File: config.mk
export PLATFORM = sky130hd
export DESIGN_NAME = gb_link_ctrl
export DESIGN_NICKNAME = d
export VERILOG_FILES = /design/src/rtl/gb_link_ctrl.sv
export SDC_FILE = /design/constraint.sdc
export NUM_CORES = 1
export LEC_CHECK = 0
export ABC_CLOCK_PERIOD_IN_PS = 1200
export CAP_MARGIN = 20
export CORE_MARGIN = 2
export CORE_UTILIZATION = 41
export CTS_CLUSTER_DIAMETER = 200
export DETAILED_ROUTE_END_ITERATION = 8
export PLACE_DENSITY = 0.77
export RECOVER_POWER = 50
export SLEW_MARGIN = 10
export SYNTH_ARGS = -nofsm -noshare
export SYNTH_HDL_FRONTEND = slang
export SYNTH_SLANG_ARGS = --single-unit
File: constraint.sdc
create_clock -name clk -period 1.2 [get_ports clk]
set_input_delay 0.24 -clock clk [delete_from_list [all_inputs] [get_ports clk]]
set_output_delay 0.24 -clock clk [all_outputs]
set_load 0.02 [all_outputs]
File: src/rtl/gb_link_ctrl.sv
// Game Boy serial link controller: SB/SC registers plus the bit sequencer that
// shifts one byte out/in per transfer, on an internal tick or a remote clock.
module gb_link_ctrl #(
  parameter int WIDTH = 8,
  parameter int CNT_W = 3
) (
  input  logic             clk,
  input  logic             rst,
  input  logic             tick,
  input  logic             wr_sb,
  input  logic             wr_sc,
  input  logic [WIDTH-1:0] din,
  input  logic             sclk_in,
  input  logic             sin,
  output logic [WIDTH-1:0] sb,
  output logic             sc_start,
  output logic             sc_int_clk,
  output logic             sclk_out,
  output logic             sout,
  output logic             irq
);

  typedef enum logic [1:0] {
    IDLE = 2'd0,
    LOW  = 2'd1,
    HIGH = 2'd2
  } state_t;

  state_t           state, state_n;
  logic [CNT_W-1:0] cnt, cnt_n;
  logic             sclk_hist;

  logic [WIDTH-1:0] sb_n;
  logic             sc_start_n, sc_int_clk_n, sclk_out_n, sout_n, irq_n;

  logic fall_ev, rise_ev, phase_fall, phase_rise, last_bit;

  // Phase source: divider tick in internal mode, remote clock edges otherwise.
  // CPU strobes are single-cycle and always accepted; a control write in the
  // same cycle as a phase event takes priority and the event is dropped.
  always_comb begin
    fall_ev    = sc_int_clk ? tick : (sclk_hist & ~sclk_in);
    rise_ev    = sc_int_clk ? tick : (~sclk_hist & sclk_in);
    phase_fall = (state == HIGH) && sc_start && fall_ev && !wr_sc;
    phase_rise = (state == LOW) && rise_ev && !wr_sc;
    last_bit   = (cnt == CNT_W'(WIDTH - 1));
  end

  always_ff @(posedge clk) begin
    if (rst) state <= IDLE;
    else     state <= state_n;
  end

  always_comb begin
    state_n = state;
    if (wr_sc)           state_n = din[7] ? HIGH : IDLE;
    else if (phase_fall) state_n = LOW;
    else if (phase_rise) state_n = last_bit ? IDLE : HIGH;
  end

  always_comb begin
    sb_n         = sb;
    cnt_n        = cnt;
    sc_start_n   = sc_start;
    sc_int_clk_n = sc_int_clk;
    sclk_out_n   = sclk_out;
    sout_n       = sout;
    irq_n        = 1'b0;
    if (phase_fall) begin
      sout_n = sb[WIDTH-1];
      if (sc_int_clk) sclk_out_n = 1'b0;
    end
    if (phase_rise) begin
      sb_n  = {sb[WIDTH-2:0], sin};
      cnt_n = cnt + 1'b1;
      if (sc_int_clk) sclk_out_n = 1'b1;
      if (last_bit) begin
        sc_start_n = 1'b0;
        irq_n      = 1'b1;
      end
    end
    if (wr_sc) begin
      sc_start_n   = din[7];
      sc_int_clk_n = din[0];
      cnt_n        = '0;
      sclk_out_n   = 1'b1;
    end
    // A data write overrides the shifted value but not the bit count.
    if (wr_sb) sb_n = din;
  end

  always_ff @(posedge clk) begin
    if (rst) begin
      sb         <= '0;
      cnt        <= '0;
      sc_start   <= 1'b0;
      sc_int_clk <= 1'b0;
      sclk_out   <= 1'b1;
      sout       <= 1'b1;
      irq        <= 1'b0;
      sclk_hist  <= 1'b1;
    end else begin
      sb         <= sb_n;
      cnt        <= cnt_n;
      sc_start   <= sc_start_n;
      sc_int_clk <= sc_int_clk_n;
      sclk_out   <= sclk_out_n;
      sout       <= sout_n;
      irq        <= irq_n;
      sclk_hist  <= sclk_in;
    end
  end

endmodule
==> reports/metrics.yaml, run 1 <==
min_period_ps: 1330
synth_nets: 113
area_delta_synth_final_pct: 58.0
drc: 0
max_stage_delay_ps: 380
finalWorstSetupSlack_ps: -127
yosys-top-cells-area: "dfxtp_1, a221oi_2, a21oi_1"
finalCritPeriodShare_pct: 111
diodes: 0
synthArstFlopShare_pct: 0
grt_max_degree: 18
worstSetupPathType: "register to register"
synth.distinct_cells: 36
power_density_nw_per_um2: 872
cts_tree: "built"
grt_pass1_vias: 896
num-nets-final: 164
finalSetupViolCount: 17
min_path_type: "input port to register"
grt_pass1_wl_um: 3910
drv_cap: 0
grt_overflow: 0
synthCells: 96
rows: 17
finalClockSkew_ps: 2.41
end_kind: "register"
yosysTopAreaCell: "dfxtp_1"
dp_hpwl_um: 1700
ys_seq_area_share_pct: 40.1
yosys_register_bits: 19
avgSynthCellArea_um2: 9.88
clkSinkCount: 19
rr_worst_depth: 5
crit_buf_inv: 1
worstReg2RegEnd: "sb[1]"
status: "complete, but fails checks"
netlist_area_um2: 948
cp.arrival_ps: 1550
power.leakage_nw: 0.648
violations: "negative setup slack"
yosys_warnings: 0
drive_above_1_share_pct: 47.9
reg2reg_setup_slack_ps: -130
cts.reportedPaths.clkPinSlew_ps: 120
synth_flop_cell: "dfxtp_1"
slew_violations: 0
fmax_ghz: 0.753
track_usage_pct: 19.7
gp_congestion: 0.804
pre_cts_slack_ps: -510
start_util_pct: 43.3
holdPathStages: 3
antenna_left: 0
tightest_slew_ps: 326
ir_worst_vdd_uv: 665
hold_violations: 0
wl_per_cell_um: 14.9
worst-path-stages: 5
rr_startpoint: "sc_int_clk"
min_from: "sclk_in"
routed_wl_um: 2590
drtIter0Drc: 14
antenna_found_initial: 0
insertion_delay_ps: 290
core_area_um2: 2190
synth_edf_count: 0
startpoint_type: "register"
cp_cell_sequence: "nor3b_4, o21a_4, buf_4, a21oi_2, a221oi_2"
placed_cells: 164
cp_slowest_cell: "dfxtp_4"
cts_buffers: 3
portBuffers: 27
crit_family: "compound AO/OA/AOI/OAI gates"
cts_root_buf: "clkbuf_4"
h-tree-depth: 1
holdPathEnd: "sclk_hist"
cts_buffer_depth: 2
via_count: 916
final_cells: 174
die-area_um2: 2710
synth_top_area_share_pct: 40.1
dr.pass1.iters: 4
critPathRequiredTime_ps: 1420
die_x_um: 52.1
design.portCount: 28
die_h_um: 52.1
vias_per_cell: 5.26
max-slew-margin-rel_pct: 78.2
rsz0062_at_grt: "true"
crit_fanout: 5
[through the flow]
step	setup TNS, ps	power (mW)	util, %	area, um^2	hold slack, ps
after floorplan	-468	0.822	-	962	347
after global placement	-6360	0.976	63.4	1390	454
after detailed placement	-7050	0.984	63.4	1390	453
after CTS	-1230	1.32	68.2	1490	387
after global routing	-2260	1.37	68.4	1500	406
final	-1370	1.31	68.4	1500	405
[worst reg2reg max path, delay by kind of cell (launching register included)]
family                 cells  cell delay (ps)
AO/OA/AOI/OAI              3              470
AND/OR/NAND/NOR            1              260
flip-flops                 1              380
buffers and inverters      1              130
[synth_stat cells (2+ instances only)]
| cell | count |
|---|---|
| a21oi_1 | 10 |
| a221oi_2 | 7 |
| buf_1 | 2 |
| buf_2 | 2 |
| dfxtp_1 | 19 |
| ha_1 | 2 |
| inv_1 | 10 |
| mux2i_1 | 3 |
| nand2_1 | 9 |
| nor2_1 | 3 |
| nor3_1 | 4 |
[cells by family (layout without fill, tap and decap cells)]
group / Yosys count / in the layout / share of synthesized area (%)
compound gates: 28 / 28 / 28.5
simple gates: 27 / 27 / 17.3
flops: 19 / 19 / 40.1
buf+inv: 16 / 66 / 7.39
mux: 3 / 3 / 3.17
fa+ha+maj: 2 / 2 / 2.64
xor+xnor: 1 / 1 / 0.924
[power by group]
part	total (mW)	internal, mW	switching (mW)
registers	0.679	0.656	0.0232
logic	0.297	0.159	0.139
clock network	0.330	0.124	0.206
total	1.31	0.938	0.368
[worst max path at each step]
stage	start	end	slack, ps
2_1_floorplan	sc_int_clk	sb[4]	-50
3_3_place_gp	sclk_in	sb[2]	-460
3_5_place_dp	sclk_in	sb[4]	-510
4_1_cts	sc_int_clk	sb[4]	-170
5_1_grt	sc_int_clk	sb[1]	-200
6_report	sc_int_clk	sb[1]	-130
[cells in the final DEF, fill, tap and decap left out, drive strengths merged, types with 2 or more instances in the layout]
cell,count
nor3b,3
o21bai,2
nor3,5
clkdlybuf4s50,12
a221oi,7
nor2,3
clkdlybuf4s15,6
ha,2
nand2,9
buf,27
a21oi,10
dfxtp,19
mux2i,3
clkbuf,7
inv,10
dlygate4sd2,3
o21ai,3
[per-layer routing]
layer	vias up	routed length [um]	share of wire (%)	GRT usage, %
li1	441	-	-	-
met1	453	1070	41	23.0
met2	18	1390	54	36.5
met3	4	76	2.9	1.72
met4	0	54	2.1	7.89
met5	-	0	0	0
[flip-flops by register name, summed over array words and instances (netlist names), named ones only]
signal,flops
sc_int_clk,1
sout,1
sc_start,1
sb,8
irq,1
sclk_hist,1
cnt,3
state,2
[cell type report]
class,instances,area [um^2]
fillers,164,692
clock buffers,3,22.5
well taps,28,35.0
flip-flops and latches,19,392
clock inverters,1,5.00
repair buffers,52,455
multi-input cells,61,552
inverters,10,37.5
[repair_timing]
action	CTS	global route
pin swaps	11	10
hold buffers	0	0
buffers inserted	6	0
gates resized for setup	39	19
setup endpoints to repair	27	25
(Power assumes the default switching activity.)
==> run 2, diff against run 1 <==
Settings changed: SKIP_LAST_GASP set to 1.
==> reports/metrics.yaml, run 2 (synthesized netlist as in run 1, its figures left out) <==
fmax_ghz: 0.753  # about the same
antenna_left: 0  # unchanged
via_count: 910  # was 916
power_density_nw_per_um2: 873  # was 872 nW/um^2
largest_register_ff_count: 8  # unchanged
crit_fanout: 5  # unchanged
wl_per_cell_um: 14.9  # about the same
most-common-layout-cells: "buf_4, dfxtp_1, clkdlybuf4s50_1"  # unchanged
finalWorstSetupSlack_ps: -128  # was -127 ps
tightest_slew_ps: 320  # was 326 ps
finalClockSkew_ps: 1.64  # was 2.41 ps
grt_pass1_wl_um: 3910  # unchanged
finalCritPeriodShare_pct: 111  # about the same
start_util_pct: 43.3  # unchanged
routed_wl_um: 2590  # about the same
max_stage_delay_ps: 380  # about the same
min_path_type: "input port to register"  # unchanged
drc: 0  # unchanged
finalSetupViolCount: 17  # unchanged
top_register: "sb"  # unchanged
drv_cap: 0  # unchanged
area_delta_synth_final_pct: 57.8  # was 58.0%
cts_hold_buf: 0  # unchanged
cts_buffer_depth: 2  # unchanged
power.leakage_nw: 0.648  # about the same
grt_pass1_vias: 896  # unchanged
cp_cell_sequence: "nor3b_4, o21a_4, buf_4, a21oi_2, a221oi_2"  # unchanged
violations: "negative setup slack"  # unchanged
stdcell_area_um2: 1500  # about the same
end_kind: "register"  # unchanged
diodes: 0  # unchanged
clkSinkCount: 19  # unchanged
gp_congestion: 0.804  # unchanged
die_x_um: 52.1  # unchanged
grt_max_degree: 18  # unchanged
cts_buffers: 3  # unchanged
max-slew-margin-rel_pct: 78.6  # was 78.2%
layout_commonest_cell: "buf_4"  # unchanged
dp_hpwl_um: 1700  # unchanged
worstSetupPathType: "register to register"  # unchanged
die_h_um: 52.1  # unchanged
die-area_um2: 2710  # unchanged
slew_violations: 0  # unchanged
antenna_found_initial: 0  # unchanged
ir_worst_vdd_uv: 662  # was 665 uV
track_usage_pct: 19.7  # unchanged
hold_violations: 0  # unchanged
cts_tree: "built"  # unchanged
drtIter0Drc: 15  # was 14
insertion_delay_ps: 290  # about the same
cts.reportedPaths.clkPinSlew_ps: 110  # was 120 ps
startpoint_type: "register"  # unchanged
final_util_pct: 68.3  # was 68.4%
cp_slowest_cell: "dfxtp_4"  # unchanged
largestRegisters: "sb (8), cnt (3), state (2)"  # unchanged
design.portCount: 28  # unchanged
num-nets-final: 164  # unchanged
portBuffers: 27  # unchanged
vias_per_cell: 5.23  # was 5.26
cts_root_buf: "clkbuf_4"  # unchanged
dr.pass1.iters: 4  # unchanged
rows: 17  # unchanged
drive_above_1_share_pct: 47.3  # was 47.9%
grt_overflow: 0  # unchanged
min_period_ps: 1330  # about the same
rsz0062_at_grt: "true"  # unchanged
critPathRequiredTime_ps: 1420  # about the same
status: "complete, but fails checks"  # unchanged
post_dp_cell_area_um2: 1390  # unchanged
h-tree-depth: 1  # unchanged
core_area_um2: 2190  # unchanged
cp.arrival_ps: 1550  # about the same
## run 2: cell type report
type	instances	area [um^2]
Fill cell	165	694
Multi-Input combinational cell	61	549
Timing Repair Buffer	52	455
Sequential cell	19	392
Inverter	10	37.5
Tap cell	28	35.0
Clock buffer	3	22.5
Clock inverter	1	5.00
## run 2: metal layers
metal,global-route usage [%],wire length (um),vias to the layer above
li1,-,-,444
met1,23.0,1100,448
met2,36.5,1380,14
met3,1.72,53,4
met4,7.89,55,0
met5,0,0,-
## run 2: report_power, final
group	leakage, nW	internal, mW	switching (mW)
logic	0.472	0.159	0.138
registers	0.158	0.656	0.0231
clock network	0.0177	0.124	0.207
total	0.648	0.938	0.368
## run 2: final timing paths
kind	start	end	slack (ps)	depth (start not counted)
setup / recovery	sc_int_clk	sb[1]	-130	5
hold / removal	sclk_in	sclk_hist	410	3
setup reg to reg	sc_int_clk	sb[1]	-130	5
hold reg to reg	sout	sout	480	1
## run 2: worst max-delay path, delay by kind of cell, from the launching register on
family | cells | cell delay [ps]
AOI/OAI and AO/OA | 3 | 470
and+or+nand+nor | 1 | 260
DFF | 1 | 380
buffers and inverters | 1 | 130
## run 2: through the flow
stage | hold slack [ps] | total power, mW | worst slack, ps | setup TNS (ps) | std cells
after floorplan | 347 | 0.822 | -54.6 | -468 | 96
after global placement | 454 | 0.976 | -459 | -6360 | 164
after detailed placement | 453 | 0.984 | -510 | -7050 | 164
after CTS | 387 | 1.32 | -169 | -1230 | 174
after global routing | 406 | 1.37 | -199 | -2270 | 174
final | 406 | 1.31 | -128 | -1340 | 174
## run 2: repair_timing
item	4_1_cts	5_1_grt
buffers inserted	6	0
pin swaps	11	10
gates cloned	0	0
endpoints found under the setup margin	27	25
gates resized for setup	39	18
==> run 3, diff against run 2 <==
Settings changed: CELL_PAD_IN_SITES_DETAIL_PLACEMENT set to 1, CELL_PAD_IN_SITES_GLOBAL_PLACEMENT set to 2, CORE_UTILIZATION 41 to 25.
==> reports/metrics.yaml, run 3 (synthesized netlist as in run 1, its figures left out) <==
status: "complete, but fails checks"  # unchanged
violations: "negative setup slack"  # unchanged
cts.reportedPaths.clkPinSlew_ps: 80  # was 110 ps
cp-endpoint: "sb[7]"  # was sb[1]
reg2reg_setup_slack_ps: -130  # about the same
die_x_um: 65.6  # was 52.1 um
cts_buffer_depth: 2  # unchanged
routed_wl_um: 2710  # was 2590 um
end_kind: "register"  # unchanged
regArea_um2: 388  # was 392 um^2
finalWorstSetupSlack_ps: -133  # was -128 ps
cts_tree: "built"  # unchanged
most-common-layout-cells: "buf_4, dfxtp_1, inv_1, clkdlybuf4s50_1, nand2_1"  # was buf_4, dfxtp_1, clkdlybuf4s50_1
crit_fanout: 8  # was 5
rr_worst_depth: 5  # unchanged
slew_violations: 0  # unchanged
track_usage_pct: 13.6  # was 19.7%
p_comb_share_pct: 21.0  # was 22.7%
finalSetupViolCount: 16  # was 17
post_dp_cell_area_um2: 1450  # was 1390 um^2
portBuffers: 27  # unchanged
start_util_pct: 25.9  # was 43.3%
hold_violations: 0  # unchanged
die_h_um: 65.6  # was 52.1 um
top_register: "sb"  # unchanged
drtIter0Drc: 5  # was 15
worstReg2RegEnd: "sb[7]"  # was sb[1]
drive_above_1_share_pct: 37.4  # was 47.3%
cp.arrival_ps: 1500  # was 1550 ps
min_period_ps: 1330  # about the same
startpoint_type: "register"  # unchanged
tightest_slew_ps: 355  # was 320 ps
worstSetupPathType: "register to register"  # unchanged
hold_ws_ps: 367  # was 406 ps
rows: 22  # was 17
setup_tns_ps: -999  # was -1340 ps
fmax_ghz: 0.750  # was 0.753 GHz
ir_worst_vdd_uv: 338  # was 662 uV
crit_family: "compound AO/OA/AOI/OAI gates"  # unchanged
placed_cells: 187  # was 164
grt_pass1_vias: 944  # was 896
crit_buf_inv: 1  # unchanged
antenna_found_initial: 0  # unchanged
vias_per_cell: 4.53  # was 5.23
critPathLaunch: "sc_int_clk"  # unchanged
power.leakage_nw: 0.668  # was 0.648 nW
design.portCount: 28  # unchanged
power_switching_mw: 0.391  # was 0.368 mW
antenna_left: 0  # unchanged
area_delta_synth_final_pct: 64.6  # was 57.8%
stdcell_area_um2: 1560  # was 1500 um^2
via_count: 883  # was 910
swShare_pct: 27.2  # was 28.2%
core_area_um2: 3660  # was 2190 um^2
worst-path-stages: 5  # unchanged
max-slew-margin-rel_pct: 76.3  # was 78.6%
multi_input_area_um2: 551  # was 549 um^2
drc: 0  # unchanged
min_path_type: "input port to register"  # unchanged
layout_commonest_cell: "buf_4"  # unchanged
num-fill-cells: 441  # was 165
rsz0062_at_grt: "true"  # unchanged
dr.pass1.iters: 3  # was 4
grt_max_degree: 18  # unchanged
finalCritPeriodShare_pct: 111  # about the same
pwr-share-clk_pct: 31.8  # was 25.3%
rr_startpoint: "sc_int_clk"  # unchanged
clkSinkCount: 19  # unchanged
drv_cap: 0  # unchanged
max_stage_delay_ps: 370  # was 380 ps
finalClockSkew_ps: 5.20  # was 1.64 ps
wl_per_cell_um: 13.9  # was 14.9 um
p_int_mw: 1.05  # was 0.938 mW
grt_overflow: 0  # unchanged
cp_slowest_cell: "dfxtp_4"  # unchanged
grt_pass1_wl_um: 4410  # was 3910 um
sequentialPowerShare_pct: 47.2  # was 52.0%
insertion_delay_ps: 260  # was 290 ps
h-tree-depth: 1  # unchanged
die-area_um2: 4300  # was 2710 um^2
critPathRequiredTime_ps: 1370  # was 1420 ps
dp_hpwl_um: 1960  # was 1700 um
cts_root_buf: "clkbuf_8"  # was clkbuf_4
cp_cell_sequence: "nor3b_4, o21a_4, buf_4, a21oi_2, a221oi_2"  # unchanged
final_cells: 195  # was 174
largest_register_ff_count: 8  # unchanged
gp_congestion: 0.721  # was 0.804
largestRegisters: "sb (8), cnt (3), state (2)"  # unchanged
cts_buffers: 3  # unchanged
power_density_nw_per_um2: 920  # was 873 nW/um^2
finalPower_mw: 1.44  # was 1.31 mW
num-nets-final: 165  # was 164
diodes: 0  # unchanged
-- run 3: changes by cell type in the layout (fill, tap and decap cells not counted), moves of 2 or more --
cell and change:
clkdlybuf4s15_1 +7, clkbuf_8 +3, buf_2 -2, clkbuf_2 -4, clkdlybuf4s50_1 -2, dlygate4sd2_1 +3, clkbuf_1 +3, nor3_4 +2
clkbuf_4 -3, nor3_2 -2, clkdlybuf4s15_2 -6
-- run 3: worst register-to-register path, stage by stage, from the launching register on --
cell	delay, ps
dfxtp_4	370
nor3b_4	230
o21a_4	240
buf_4	140
a21oi_2	50
a221oi_2	220
-- run 3: repair_timing --
action	4_1_cts	5_1_grt
hold buffers	0	0
endpoints found under the setup margin	29	27
gates resized for setup	26	18
setup buffers	3	1
pin swaps	14	9
-- run 3: layer usage --
metal	wire (um)	global-route usage [%]	part of all wire (%)	up-vias
li1	-	-	-	444
met1	1180	15.2	44	421
met2	1430	25.0	53	16
met3	77	2.23	2.8	2
met4	27	6.25	1.0	0
met5	0	0	0	-
-- run 3: power by group through the flow --
stage | combinational (mW) | sequential, mW | clock, mW
detailed placement | 0.304 | 0.692 | 0
finish | 0.301 | 0.678 | 0.458
CTS | 0.298 | 0.678 | 0.477
global route | 0.327 | 0.682 | 0.512
global placement | 0.297 | 0.691 | 0
floorplan | 0.103 | 0.720 | 0
-- run 3: final cells by class --
type	count	area share, %
Sequential cell	19	24.8
Inverter	10	2.40
Tap cell	48	3.85
Clock inverter	1	0.321
Clock buffer	3	2.64
Multi-Input combinational cell	61	35.3
Timing Repair Buffer	53	30.7
-- run 3: through the flow --
stage / utilization [%] / setup WS, ps
global route: 42.7 / -184
detailed placement: 39.6 / -484
global placement: 39.6 / -439
finish: 42.7 / -133
CTS: 42.0 / -136
floorplan: - / -54.6
-- run 3: worst min-delay path by stage --
stage                        from        end  slack, ps  depth (start not counted)
after global placement       sout       sout        440                          1
after detailed placement     sout       sout        460                          1
after global routing      sclk_in  sclk_hist        380                          2
after CTS                 sclk_in  sclk_hist        360                          2
final                     sclk_in  sclk_hist        370                          2
after floorplan           sclk_in  sclk_hist        350                          1
